File: src/rtl/dac_pkg.sv
// Shared definitions for the dual serial DAC frame controller.
//   FRAME_W / DATA_W : serial word width and sample width per channel
//   PD_*             : DAC power-down field encodings
//   state_t          : controller FSM states
//   build_frame()    : assembles the 16-bit word {2'b00, pd, data}
package dac_pkg;

    localparam int FRAME_W = 16;
    localparam int DATA_W  = 12;

    localparam logic [1:0] PD_NORMAL = 2'b00;
    localparam logic [1:0] PD_1K     = 2'b01;
    localparam logic [1:0] PD_100K   = 2'b10;
    localparam logic [1:0] PD_HIZ    = 2'b11;

    typedef enum logic [1:0] {
        IDLE  = 2'd0,
        SHIFT = 2'd1,
        GAP   = 2'd2
    } state_t;

    function automatic logic [FRAME_W-1:0] build_frame(input logic [1:0]        pd,
                                                       input logic [DATA_W-1:0] data);
        return {2'b00, pd, data};
    endfunction

endpackage

File: src/rtl/sclk_tick_gen.sv
// Half-period divider for the serial clock.
//   clk, rst : system clock, asynchronous active-low reset
//   clr      : synchronous clear, restarts the half-period count
//   en       : count enable
//   tick     : one-cycle pulse every CLK_DIV enabled cycles
module sclk_tick_gen #(
    parameter int CLK_DIV = 2
) (
    input  logic clk,
    input  logic rst,
    input  logic clr,
    input  logic en,
    output logic tick
);

    localparam int CW = (CLK_DIV > 1) ? $clog2(CLK_DIV) : 1;

    logic [CW-1:0] cnt;

    // Combinational tick so the consumer acts on the edge that completes the count.
    assign tick = en && (cnt == CW'(CLK_DIV - 1));

    always_ff @(posedge clk or negedge rst) begin
        if (!rst) begin
            cnt <= '0;
        end else if (clr) begin
            cnt <= '0;
        end else if (en) begin
            cnt <= tick ? '0 : cnt + CW'(1);
        end
    end

endmodule

File: src/rtl/dual_dac_frame_ctrl.sv
// Two-channel serial DAC frame controller. Accepts one A/B sample pair per
// valid/ready handshake and shifts both 16-bit words out in lockstep on a
// shared SCLK, framed by NSYNC, followed by an NSYNC-high gap.
//   clk, rst             : system clock, asynchronous active-low reset
//   s_valid / s_ready    : upstream handshake for one sample pair
//   s_data_a, s_data_b   : channel codes for SDATA1 / SDATA2
//   pd_mode              : power-down bits, captured at accept
//   SCLK, SDATA1, SDATA2 : serial clock (idles high) and data
//   NSYNC                : frame sync, active low
//   busy                 : accept through return to IDLE
//   frame_done           : one-cycle pulse on return to IDLE
module dual_dac_frame_ctrl
    import dac_pkg::*;
#(
    parameter int CLK_DIV  = 2,
    parameter int GAP_SCLK = 1,
    parameter int DATA_W   = 12
) (
    input  logic              clk,
    input  logic              rst,
    input  logic              s_valid,
    output logic              s_ready,
    input  logic [DATA_W-1:0] s_data_a,
    input  logic [DATA_W-1:0] s_data_b,
    input  logic [1:0]        pd_mode,
    output logic              SCLK,
    output logic              SDATA1,
    output logic              SDATA2,
    output logic              NSYNC,
    output logic              busy,
    output logic              frame_done
);

    generate
        if (CLK_DIV < 1 || GAP_SCLK < 1) begin : g_bad_timing
            $error("dual_dac_frame_ctrl: CLK_DIV and GAP_SCLK must be >= 1");
        end
        if (DATA_W != 12) begin : g_bad_width
            $error("dual_dac_frame_ctrl: DATA_W must be 12");
        end
    endgenerate

    // One counter serves both phases: 32 half-period ticks while shifting,
    // 2*GAP_SCLK ticks while holding NSYNC high.
    localparam int TICK_MAX = (2 * GAP_SCLK > 2 * FRAME_W) ? 2 * GAP_SCLK : 2 * FRAME_W;
    localparam int CNT_W    = $clog2(TICK_MAX + 1);
    localparam logic [CNT_W-1:0] LAST_TICK = CNT_W'(2 * FRAME_W);
    localparam logic [CNT_W-1:0] GAP_TICKS = CNT_W'(2 * GAP_SCLK);

    state_t             state_q, state_d;
    logic [FRAME_W-1:0] sr_a_q, sr_a_d;
    logic [FRAME_W-1:0] sr_b_q, sr_b_d;
    logic [CNT_W-1:0]   tcnt_q, tcnt_d, tnext;
    logic               sclk_q, sclk_d;
    logic               nsync_q, nsync_d;
    logic               ready_q, ready_d;
    logic               busy_q, busy_d;
    logic               done_q, done_d;
    logic               div_clr, tick;

    sclk_tick_gen #(
        .CLK_DIV(CLK_DIV)
    ) u_tick (
        .clk (clk),
        .rst (rst),
        .clr (div_clr),
        .en  (state_q != IDLE),
        .tick(tick)
    );

    always_ff @(posedge clk or negedge rst) begin
        if (!rst) begin
            state_q <= IDLE;
            sr_a_q  <= '0;
            sr_b_q  <= '0;
            tcnt_q  <= '0;
            sclk_q  <= 1'b1;
            nsync_q <= 1'b1;
            ready_q <= 1'b0;
            busy_q  <= 1'b0;
            done_q  <= 1'b0;
        end else begin
            state_q <= state_d;
            sr_a_q  <= sr_a_d;
            sr_b_q  <= sr_b_d;
            tcnt_q  <= tcnt_d;
            sclk_q  <= sclk_d;
            nsync_q <= nsync_d;
            ready_q <= ready_d;
            busy_q  <= busy_d;
            done_q  <= done_d;
        end
    end

    always_comb begin
        state_d = state_q;
        sr_a_d  = sr_a_q;
        sr_b_d  = sr_b_q;
        tcnt_d  = tcnt_q;
        sclk_d  = sclk_q;
        nsync_d = nsync_q;
        ready_d = ready_q;
        busy_d  = busy_q;
        done_d  = 1'b0;
        div_clr = 1'b0;
        tnext   = tcnt_q + CNT_W'(1);

        case (state_q)
            IDLE: begin
                ready_d = 1'b1;
                if (s_valid && ready_q) begin
                    sr_a_d  = build_frame(pd_mode, s_data_a);
                    sr_b_d  = build_frame(pd_mode, s_data_b);
                    nsync_d = 1'b0;
                    sclk_d  = 1'b1;
                    ready_d = 1'b0;
                    busy_d  = 1'b1;
                    tcnt_d  = '0;
                    div_clr = 1'b1;
                    state_d = SHIFT;
                end
            end
            SHIFT: begin
                if (tick) begin
                    tcnt_d = tnext;
                    if (tnext[0]) begin
                        // Odd tick: falling SCLK, DAC samples the bit now on SDATA.
                        sclk_d = 1'b0;
                    end else if (tnext == LAST_TICK) begin
                        sclk_d  = 1'b1;
                        nsync_d = 1'b1;
                        sr_a_d  = '0;
                        sr_b_d  = '0;
                        tcnt_d  = '0;
                        state_d = GAP;
                    end else begin
                        sclk_d = 1'b1;
                        sr_a_d = {sr_a_q[FRAME_W-2:0], 1'b0};
                        sr_b_d = {sr_b_q[FRAME_W-2:0], 1'b0};
                    end
                end
            end
            GAP: begin
                if (tick) begin
                    tcnt_d = tnext;
                    if (tnext == GAP_TICKS) begin
                        tcnt_d  = '0;
                        ready_d = 1'b1;
                        busy_d  = 1'b0;
                        done_d  = 1'b1;
                        state_d = IDLE;
                    end
                end
            end
            default: begin
                state_d = IDLE;
            end
        endcase
    end

    assign s_ready    = ready_q;
    assign SCLK       = sclk_q;
    assign NSYNC      = nsync_q;
    assign SDATA1     = sr_a_q[FRAME_W-1];
    assign SDATA2     = sr_b_q[FRAME_W-1];
    assign busy       = busy_q;
    assign frame_done = done_q;

endmodule
File: config.mk
export PLATFORM = sky130hd
export DESIGN_NAME = dual_dac_frame_ctrl
export DESIGN_NICKNAME = d
export VERILOG_FILES = /design/src/rtl/dac_pkg.sv /design/src/rtl/sclk_tick_gen.sv /design/src/rtl/dual_dac_frame_ctrl.sv
export SDC_FILE = /design/constraint.sdc
export NUM_CORES = 1
export LEC_CHECK = 0
export ABC_AREA = 0
export ABC_CLOCK_PERIOD_IN_PS = 3200
export BUFFER_PORTS_ARGS = -buffer_cell sky130_fd_sc_hd__buf_2
export CORE_MARGIN = 2
export CORE_UTILIZATION = 59
export CTS_CLUSTER_DIAMETER = 80
export CTS_CLUSTER_SIZE = 20
export DETAILED_ROUTE_END_ITERATION = 8
export MAX_ROUTING_LAYER = met4
export PLACE_DENSITY = 0.92
export SLEW_MARGIN = 25
export SYNTH_ARGS = -nofsm -noshare
export SYNTH_HDL_FRONTEND = slang
export SYNTH_SLANG_ARGS = --single-unit
File: constraint.sdc
create_clock -name clk -period 3.2 [get_ports clk]
set_input_delay 0.48 -clock clk [delete_from_list [all_inputs] [get_ports clk]]
set_output_delay 0.48 -clock clk [all_outputs]
set_load 0.01 [all_outputs]
-- Word level (Yosys, flattened, before mapping)
Cells that the tools add are included.
- $add $sub $neg: 2
- shift-type cells: 0
- mux-type cells: 48
- reduce and logical (&&, ||, !) cells: 15
- eq/ne operators: 10
- bitwise gates (word level): 0
- divide/modulo/power cells: 0
- multipliers: 0
- order comparisons: 0
- operators by type and width (kind ; count):
    $mux 16 ; 8
    $pmux 16 s2 ; 2
    $mux 6 ; 6
    $mux 1 ; 20
    $pmux 6 s3 ; 1
    $mux 2 ; 6
    $reduce_and 4->1 ; 3
    $ne 2x2->1 const B ; 4
    $pmux 1 s2 ; 4
    $reduce_bool 2->1 ; 4
    $add 6x1->6 const B ; 1
    $eq 6x2->1 const B ; 1
    $eq 6x6->1 const B ; 1
    $pmux 2 s3 ; 1
    $reduce_and 3->1 ; 2
    $reduce_and 6->1 ; 1
    $reduce_and 5->1 ; 1
    $ne 2x1->1 const B ; 2
    $reduce_bool 3->1 ; 1
    $eq 2x1->1 const B ; 1
    $eq 2x2->1 const B ; 1
    $logic_and 1x1->1 ; 2
    $logic_not 2->1 ; 1
    $add 1x1->1 const B ; 1
- bits in read-only memories: 0
- word-level logic and storage cells: 85
- bits of input ports: 29
- output and inout port bits: 7
- latch bits: 0
- memory bits (writable): 0
- register bits: 46
- memories kept: 0

-- Depth between registers and ports, before layout
Gate-level depths: netlist of run 1.
- depth in word-level cells: 6
- mapped depth: 8

-- Hierarchy
From an unflattened synthesis of run 1, not the netlist that was laid out.
- cells, all modules: 269
- area, all modules: 2457.4 sq um
- modules (own cells, without submodules) (module ; seq. area each (sq um) ; cells an instance ; times used ; area an instance (sq um)):
    dual_dac_frame_ctrl ; 1128.6 ; 265 ; 1 ; 2412.3
    sclk_tick_gen ; 25.0 ; 4 ; 1 ; 45.0

-- Worst setup path after synthesis of run 1
OpenSTA, ideal clock, no wires.
- path kind: reg2reg
- start: register tcnt_q[0]
- end: register state_q[0]
- stages on the path, launching flop included: 6
- data required time: 3.072 ns
- path buffers: 0
- setup slack: 1.056 ns
- arrival: 2.016 ns
- period minus slack after synthesis: 2.144 ns
- setup time: 0.128 ns
- cells stage by stage: dfrtp_1 > ha_1 > nor4_2 > o2111ai_2 > a221oi_2 > mux2_1
- word-level cells in the longest chain between the ends: 4
- ends and longest elaborated chain (element ; RTL line ; text):
    start, declared ; dual_dac_frame_ctrl.sv:53 ; logic [CNT_W-1:0] tcnt_q, tcnt_d, tnext;
    start signal, assigned ; dual_dac_frame_ctrl.sv:86 ; tcnt_q <= tcnt_d;
    $add 6x1->6 (*) ; dual_dac_frame_ctrl.sv:106 ; tnext = tcnt_q + CNT_W'(1);
    $eq 6x2->1 / $eq 6x6->1 (equally long branches) ; dual_dac_frame_ctrl.sv:146, dual_dac_frame_ctrl.sv:129 ;
    $ne 2x2->1 (no source line) ; - ;
    $reduce_and 6->1 (no source line) (*) ; - ;
    end signal, assigned ; dual_dac_frame_ctrl.sv:83 ; state_q <= state_d;
    end, declared ; dual_dac_frame_ctrl.sv:50 ; state_t state_q, state_d;
Mark *: on every way between the ends. The rest lies on a longest branch, timed or not.
A chain may end at the register's enable or synchronous reset.

-- Worst setup path after layout of run 1
- start: register state_q[1]
- end: register sr_b_q[1]
- word-level cells in the longest chain between the ends: 4
- ends and longest elaborated chain (element ; RTL line ; text):
    $reduce_bool 2->1 ; dual_dac_frame_ctrl.sv:67 ; .en (state_q != IDLE),
    $logic_and 1x1->1 ; sclk_tick_gen.sv:21 ; assign tick = en && (cnt == CW'(CLK_DIV - 1));
    $ne 2x1->1 (no source line) ; - ;
    $reduce_and 4->1 (no source line) ; - ;
    end signal, assigned ; dual_dac_frame_ctrl.sv:85 ; sr_b_q <= sr_b_d;
    end, declared ; dual_dac_frame_ctrl.sv:52 ; logic [FRAME_W-1:0] sr_b_q, sr_b_d;
Parallel ways exist; a longest one is shown, timed or not.

==> impl_metrics.env, run 1 <==
export IMPL_worst_setup_path_end_kind="flip-flop"
export IMPL_report_final_hold_viol_count=0
export IMPL_pin_count=36
export IMPL_synth_seq_area_share_pct=49.9
export IMPL_clk_path_buf_depth=2
export IMPL_grt_max_degree=47
export IMPL_r2r_cells=7
export IMPL_slowest_delay_ns=0.61
export IMPL_dieArea_mm2=0.00444
export IMPL_critPathLaunchType="flip-flop"
export IMPL_synth_seq_cells=46
export IMPL_fin_crit_ns=2.58
export IMPL_ys_async_sr_fraction_pct=100
export IMPL_syn_nets=284
export IMPL_skew_ns=0.00470
export IMPL_cts_tree="yes"
export IMPL_fp_row_count=22
export IMPL_gp_congestion=0.942
export IMPL_post_route_period_util_pct=80.7
export IMPL_cp_slowest_cell="ha_1"
export IMPL_slew_viol_final=0
export IMPL_power_density_mw_per_mm2=399
export IMPL_cts_buffers=5
export IMPL_synth_enable_flop_cells=0
export IMPL_cts_root_buf="clkbuf_8"
export IMPL_postPlaceCellArea_mm2=0.00253
export IMPL_die_h_um=66.6
export IMPL_grt_first_pass_wirelength_um=8780
export IMPL_worstPathMaxFanout=20
export IMPL_p_leak_nw=1.16
export IMPL_start_util_pct=62.3
export IMPL_min_path_type="in -> async"
export IMPL_worst_ep_required_time_ns=3.40
export IMPL_ff_latch_area_mm2=0.00115
export IMPL_wl_per_cell_um=15.4
export IMPL_rsz0062_at_grt="no"
export IMPL_fin_util_pct=71.1
export IMPL_routed_via_density=6.00
export IMPL_final_cells=330
export IMPL_dr_first_iter_drc_count=188
export IMPL_dp_hpwl_um=3520
export IMPL_worstMarginPinSlew_ns=0.765
export IMPL_fmax_ghz=0.387
export IMPL_peakVddDrop_mv=0.308
export IMPL_dr_pass1_iters=4
export IMPL_vias=1980
export IMPL_antennaDiodeCount=0
export IMPL_clk_pin_slew_worst_paths_ns=0.09
export IMPL_core_mm2=0.00372
export IMPL_ys_warn_count=0
export IMPL_drive_gt1_share_pct=20.6
export IMPL_netlist_top_cells_area="dfrtp_1 (48%), o21ai_0 (7.8%), nand2_1 (7.8%)"
export IMPL_netlist_area_mm2=0.00231
export IMPL_crit_type="reg -> reg"
export IMPL_postCtsSetupBuffers=0
export IMPL_track_usage_pct=27.1
export IMPL_cts_resized=0
export IMPL_crit_chain="inv_1 > ha_1 > nand3_1 > o21ai_1 > buf_4 > nand2_1 > o21ai_0"
export IMPL_drv_cap=0
export IMPL_area_delta_synth_final_pct=14.3
export IMPL_synth_top_area_cell="dfrtp_1"
export IMPL_setup_violations=0
export IMPL_tns_ns=0
export IMPL_maxSlewHeadroom_pct=48.7
export IMPL_path_delay_family="compound AO/OA/AOI/OAI gates"
export IMPL_portBuffers=35
export IMPL_cp_num_buf_inv=2
export IMPL_ys_types=41
export IMPL_ctsHtreeMaxLevel=2
export IMPL_status="completed"
export IMPL_overflow=0
export IMPL_fin_nets=317
export IMPL_hold_buffers=0
export IMPL_worstPathArrival_ns=2.78
export IMPL_clkSinkCount=46
export IMPL_grt_pass1_vias=1859
export IMPL_ant_nets=0
export IMPL_yosysTopAreaCellShare_pct=47.6
export IMPL_synth_main_ff_cell="dfrtp_1"
export IMPL_path_depth=7
export IMPL_drcViolationCount=0
export IMPL_finalInstanceArea_mm2=0.00264
export IMPL_synth_area_per_cell_um2=9.33
export IMPL_grt_antenna_before_repair=0
export IMPL_whs_ns=0.165
export IMPL_synthesis_instances=248
export IMPL_multi_input_area_mm2=0.00108
export IMPL_fp_dieW_um=66.6
export IMPL_placedCellCount=322
export IMPL_fillers=290
export IMPL_routed_wl_um=5080
export IMPL_clk_latency_ns=0.30
==> final cells by class <==
| type | count | area share (%) |
|---|---|---|
| well taps | 48 | 2.27 |
| clock inverters | 3 | 1.66 |
| clock buffers | 5 | 2.60 |
| repair buffers | 39 | 7.86 |
| flip-flops and latches | 46 | 43.6 |
| multi-input cells | 181 | 40.8 |
| inverters | 8 | 1.14 |
==> per-stage QoR <==
stage                     worst slack, ns  total power, mW
after CTS                           0.644             1.06
after floorplan                      1.06            0.602
after global placement              0.835            0.631
after detailed placement            0.732            0.632
after global routing                0.358             1.09
final                               0.618             1.05
==> kinds of logic (layout without fill, tap and decap cells) <==
kind of cell               after synthesis  after routing  synth area share, %
DFF                                     46             46                 49.9
buffers and inverters                   21             55                 3.57
and+or+nand+nor                         80             80                 15.2
adders and majority gates                7              7                 3.79
AOI/OAI and AO/OA                       93             93                 27.1
muxes                                    1              1                0.487
==> cell usage in the layout (no fill, tap or decap), types with 2 or more instances in the layout <==
cell type,n
ha_1,7
dfrtp_1,44
o21ai_1,4
a22o_1,2
nor4_1,2
buf_2,34
nor2b_1,4
nand2_1,48
o21a_1,2
nor3_1,2
o21ai_0,36
buf_4,5
or3_1,2
inv_1,8
nor2_1,10
a21oi_1,6
a31oi_1,6
nand3_1,6
dfstp_2,2
clkbuf_8,5
o211ai_1,2
a22oi_1,18
a2bb2oi_1,4
==> state kept, by name, indices dropped and copies added (netlist names) <==
register / cells
frame_done: 1
SCLK: 1
busy: 1
state_q: 2
sr_a_q: 16
u_tick.cnt: 1
sr_b_q: 16
tcnt_q: 6
NSYNC: 1
s_ready: 1
==> worst paths after layout <==
kind                                   startpoint  slack, ns                      to
max                        state_q[1]$_DFFE_PN0P_       0.62   sr_b_q[1]$_DFFE_PN0P_
min                                           rst       0.17  u_tick.cnt$_DFFE_PN0P_
max reg2reg                state_q[1]$_DFFE_PN0P_       0.62   sr_b_q[1]$_DFFE_PN0P_
min reg2reg                u_tick.cnt$_DFFE_PN0P_       0.48  u_tick.cnt$_DFFE_PN0P_
max in group asynchronous                     rst       2.65   sr_b_q[0]$_DFFE_PN0P_
min in group clk                      s_data_a[0]       0.40   sr_a_q[0]$_DFFE_PN0P_
==> where the power goes <==
group	leakage (nW)	internal (mW)	total, mW	switching [mW]
clock	0.0585	0.234	0.434	0.200
combinational	0.529	0.0158	0.0352	0.0194
sequential	0.575	0.583	0.585	0.00134
total	1.16	0.833	1.05	0.221
==> cells in the mapped netlist, drive strengths merged (2+ instances only) <==
library cell  instances
a22o                  2
a21oi                 7
nor4                  3
a2bb2oi               4
o21a                  2
dfrtp                44
or3                   2
a31oi                 6
nor2                 10
dfstp                 2
ha                    7
o221ai                2
nand2                48
nor2b                 5
nand3                 6
a22oi                18
buf                   3
nor3                  2
o211ai                2
inv                   8
clkbuf               10
o21ai                40
==> metal layers <==
layer	up-vias	share of wire, %	track usage, %
met5	-	0	-
met3	7	5.6	4.39
li1	965	-	-
met2	62	49	41.9
met1	946	44	36.2
met4	0	0.98	10.5
Note: power is estimated with default switching activity, not from simulation.
==> inputs of run 2 (changes only) <==
--- a/config.mk
+++ b/config.mk
@@ -5,16 +5,16 @@
 export SDC_FILE = /design/constraint.sdc
 export NUM_CORES = 1
 export LEC_CHECK = 0
-export ABC_AREA = 0
-export ABC_CLOCK_PERIOD_IN_PS = 3200
+export ABC_AREA = 1
+export ABC_CLOCK_PERIOD_IN_PS = 2450
 export BUFFER_PORTS_ARGS = -buffer_cell sky130_fd_sc_hd__buf_2
 export CORE_MARGIN = 2
-export CORE_UTILIZATION = 59
+export CORE_UTILIZATION = 57
 export CTS_CLUSTER_DIAMETER = 80
 export CTS_CLUSTER_SIZE = 20
 export DETAILED_ROUTE_END_ITERATION = 8
 export MAX_ROUTING_LAYER = met4
-export PLACE_DENSITY = 0.92
+export PLACE_DENSITY = 0.9
 export SLEW_MARGIN = 25
 export SYNTH_ARGS = -nofsm -noshare
 export SYNTH_HDL_FRONTEND = slang
==> constraint.sdc (replaced) <==
create_clock -name clk -period 2.45 [get_ports clk]
set_input_delay 0.3675 -clock clk [delete_from_list [all_inputs] [get_ports clk]]
set_output_delay 0.3675 -clock clk [all_outputs]
set_load 0.01 [all_outputs]
==> run 2 against run 1 <==
Routed wire length shrank 0.16%. Largest cell class unchanged. Cell count up 8.2%. Worst hold slack improved by 0.11 ns. Fmax increased by 15%. Sequential power is 120% higher. Worst setup slack worse by 0.41 ns. Synthesized area up 6.3%. Die area up 9.4%.
==> impl_metrics.env, run 2 <==
export IMPL_status="completed"
export IMPL_track_usage_pct=22.2
export IMPL_fmax_ghz=0.446
export IMPL_ys_async_sr_fraction_pct=100
export IMPL_synthesis_instances=271
export IMPL_p_leak_nw=1.33
export IMPL_cts_buffers=5
export IMPL_clkPwrFrac_pct=14.8
export IMPL_cts_resized=0
export IMPL_core_mm2=0.00409
export IMPL_r2r_slack_ns=0.21
export IMPL_synthSimpleGateAreaFrac_pct=27.5
export IMPL_post_route_period_util_pct=91.4
export IMPL_start_util_pct=60.2
export IMPL_power_net_switching_mw=1.47
export IMPL_ff_latch_area_mm2=0.00115
export IMPL_synthMuxAreaShare_pct=0
export IMPL_skew_ns=0.0106
export IMPL_crit_type="reg -> reg"
export IMPL_fin_crit_ns=2.24
export IMPL_cts_root_buf="clkbuf_8"
export IMPL_swShare_pct=44.3
export IMPL_dieArea_mm2=0.00486
export IMPL_fin_nets=342
export IMPL_routed_via_density=5.59
export IMPL_p_int_mw=1.85
export IMPL_netlist_area_mm2=0.00246
export IMPL_synth_xor_area_share_pct=0
export IMPL_final_common_cell="nand2_1"
export IMPL_clk_latency_ns=0.31
export IMPL_ant_nets=0
export IMPL_antennaDiodeCount=0
export IMPL_synth_enable_flop_cells=0
export IMPL_fin_util_pct=67.0
export IMPL_vias=1994
export IMPL_synth_main_ff_cell="dfrtp_1"
export IMPL_grt_max_degree=32
export IMPL_netlist_top_cells_area="dfrtp_1 (45%), nand2_1 (7.6%), a22oi_1 (5.5%)"
export IMPL_synthTopCellsByCount="nand2_1 (50), dfrtp_1 (44), nand3_1 (25)"
export IMPL_grt_pass1_vias=1915
export IMPL_rsz0062_at_grt="no"
export IMPL_ctsHtreeMaxLevel=2
export IMPL_grt_antenna_before_repair=0
export IMPL_gp_congestion=0.869
export IMPL_drive_gt1_share_pct=28.3
export IMPL_hold_buffers=1
export IMPL_r2r_cells=11
export IMPL_synth_compound_area_share_pct=13.9
export IMPL_reg_largest_list="sr_a_q x16, sr_b_q x16, tcnt_q x6"
export IMPL_area_delta_synth_final_pct=11.2
export IMPL_fillers=321
export IMPL_syn_nets=307
export IMPL_rr_endpoint="sr_b_q[6]$_DFFE_PN0P_"
export IMPL_overflow=0
export IMPL_dr_pass1_iters=4
export IMPL_min_from="s_data_b[2]"
export IMPL_critPathLaunchType="flip-flop"
export IMPL_holdPathStages=3
export IMPL_tns_ns=0
export IMPL_regToRegStartpoint="state_q[0]$_DFFE_PN0P_"
export IMPL_p_seq_share_pct=38.8
export IMPL_worstPathMaxFanout=20
export IMPL_peakVddDrop_mv=0.718
export IMPL_clk_path_buf_depth=2
export IMPL_clkSinkCount=46
export IMPL_die_h_um=69.7
export IMPL_min_path_type="in -> reg"
export IMPL_postCtsSetupBuffers=0
export IMPL_dr_first_iter_drc_count=174
export IMPL_maxSlewHeadroom_pct=57.7
export IMPL_power_density_mw_per_mm2=1220
export IMPL_wl_per_cell_um=14.2
export IMPL_multi_input_area_mm2=0.00111
export IMPL_drcViolationCount=0
export IMPL_drv_cap=0
export IMPL_grt_first_pass_wirelength_um=8540
export IMPL_synth_seq_cells=46
export IMPL_synth_top_area_cell="dfrtp_1"
export IMPL_dp_hpwl_um=3550
export IMPL_report_final_hold_viol_count=0
export IMPL_synth_top_family_by_area="simple AND/OR/NAND/NOR gates"
export IMPL_worstMarginPinSlew_ns=0.633
export IMPL_synthAdderAreaFrac_pct=3.56
export IMPL_fp_dieW_um=69.7
export IMPL_hold_end="sr_b_q[2]$_DFFE_PN0P_"
export IMPL_pin_count=36
export IMPL_worst_ep_required_time_ns=2.70
export IMPL_clk_pin_slew_worst_paths_ns=0.10
export IMPL_cts_tree="yes"
export IMPL_routed_wl_um=5070
export IMPL_fp_row_count=23
export IMPL_synth_seq_area_share_pct=46.9
export IMPL_mostFrequentLayoutCells="nand2_1 (50), dfrtp_1 (44), buf_2 (35), nand3_1 (25), inv_1 (20)"
export IMPL_slew_viol_final=0
export IMPL_portBuffers=35
export IMPL_ys_types=30
export IMPL_setup_violations=0
export IMPL_yosysTopAreaCellShare_pct=44.8
export IMPL_combinationalPowerShare_pct=46.5
export IMPL_synth_area_per_cell_um2=9.08
export IMPL_synth_most_common_cell="nand2_1"
export IMPL_ys_warn_count=0
export IMPL_worst_setup_path_end_kind="flip-flop"
export IMPL_worstPathArrival_ns=2.49
-- run 2: power groups by stage --
| stage | Combinational [mW] | Sequential (mW) | Clock [mW] |
|---|---|---|---|
| CTS | 1.55 | 1.29 | 0.499 |
| global placement | 1.46 | 1.29 | 0 |
| detailed placement | 1.54 | 1.30 | 0 |
| global route | 1.73 | 1.32 | 0.524 |
| finish | 1.55 | 1.29 | 0.492 |
| floorplan | 1.29 | 1.27 | 0 |
-- run 2: final cells by class --
class | count | share of cell area [%]
clock buffers | 5 | 2.51
flip-flops and latches | 46 | 42.2
well taps | 50 | 2.29
clock inverters | 3 | 0.914
multi-input cells | 187 | 40.4
inverters | 26 | 3.84
repair buffers | 40 | 7.86
-- run 2: critical path, cell delays in order, from the launching register on --
cell     delay (ns)
dfrtp_1        0.40
inv_1          0.09
ha_1           0.28
inv_2          0.12
nand2_2        0.07
nand2_1        0.07
nand2_2        0.07
a21oi_4        0.17
nand2_1        0.09
inv_1          0.49
a22oi_1        0.20
nand2_2        0.13
-- run 2: how the worst max path moves through the flow --
| stage | startpoint | end | slack [ns] | cells after the start |
|---|---|---|---|---|
| after global placement | state_q[0]$_DFFE_PN0P_ | sr_b_q[10]$_DFFE_PN0P_ | 0.41 | 11 |
| after detailed placement | state_q[0]$_DFFE_PN0P_ | sr_b_q[6]$_DFFE_PN0P_ | 0.25 | 11 |
| after floorplan | state_q[0]$_DFFE_PN0P_ | sr_b_q[4]$_DFFE_PN0P_ | 0.71 | 11 |
| final | state_q[0]$_DFFE_PN0P_ | sr_b_q[6]$_DFFE_PN0P_ | 0.21 | 11 |
| after global routing | state_q[0]$_DFFE_PN0P_ | sr_b_q[6]$_DFFE_PN0P_ | 0.07 | 11 |
| after CTS | state_q[0]$_DFFE_PN0P_ | sr_b_q[6]$_DFFE_PN0P_ | 0.21 | 11 |
-- run 2: layer usage --
layer | share of wire [%] | routed length [um] | up-vias | track usage (%)
li1 | - | - | 979 | -
met4 | 2.1 | 107 | 0 | 7.48
met2 | 51 | 2600 | 46 | 35.9
met3 | 4.8 | 243 | 12 | 4.51
met5 | 0 | 0 | - | -
met1 | 42 | 2120 | 957 | 28.1
-- run 2: kinds of logic (layout without fill, tap and decap cells) --
kind of cell	Yosys count	in the layout
and+or+nand+nor	127	127
AOI/OAI and AO/OA	53	53
DFF	46	46
buffers and inverters	38	74
adders and majority gates	7	7
-- run 2: stage by stage --
step / std cells / hold WS (ns) / instance area, um2 / worst slack (ns) / total power [mW]
floorplan: 271 / 0.0719 / 2460 / 0.713 / 2.56
global placement: 348 / 0.260 / 2630 / 0.408 / 2.74
detailed placement: 348 / 0.257 / 2630 / 0.251 / 2.84
CTS: 357 / 0.278 / 2740 / 0.212 / 3.34
global route: 357 / 0.279 / 2740 / 0.0723 / 3.58
finish: 357 / 0.275 / 2740 / 0.210 / 3.33
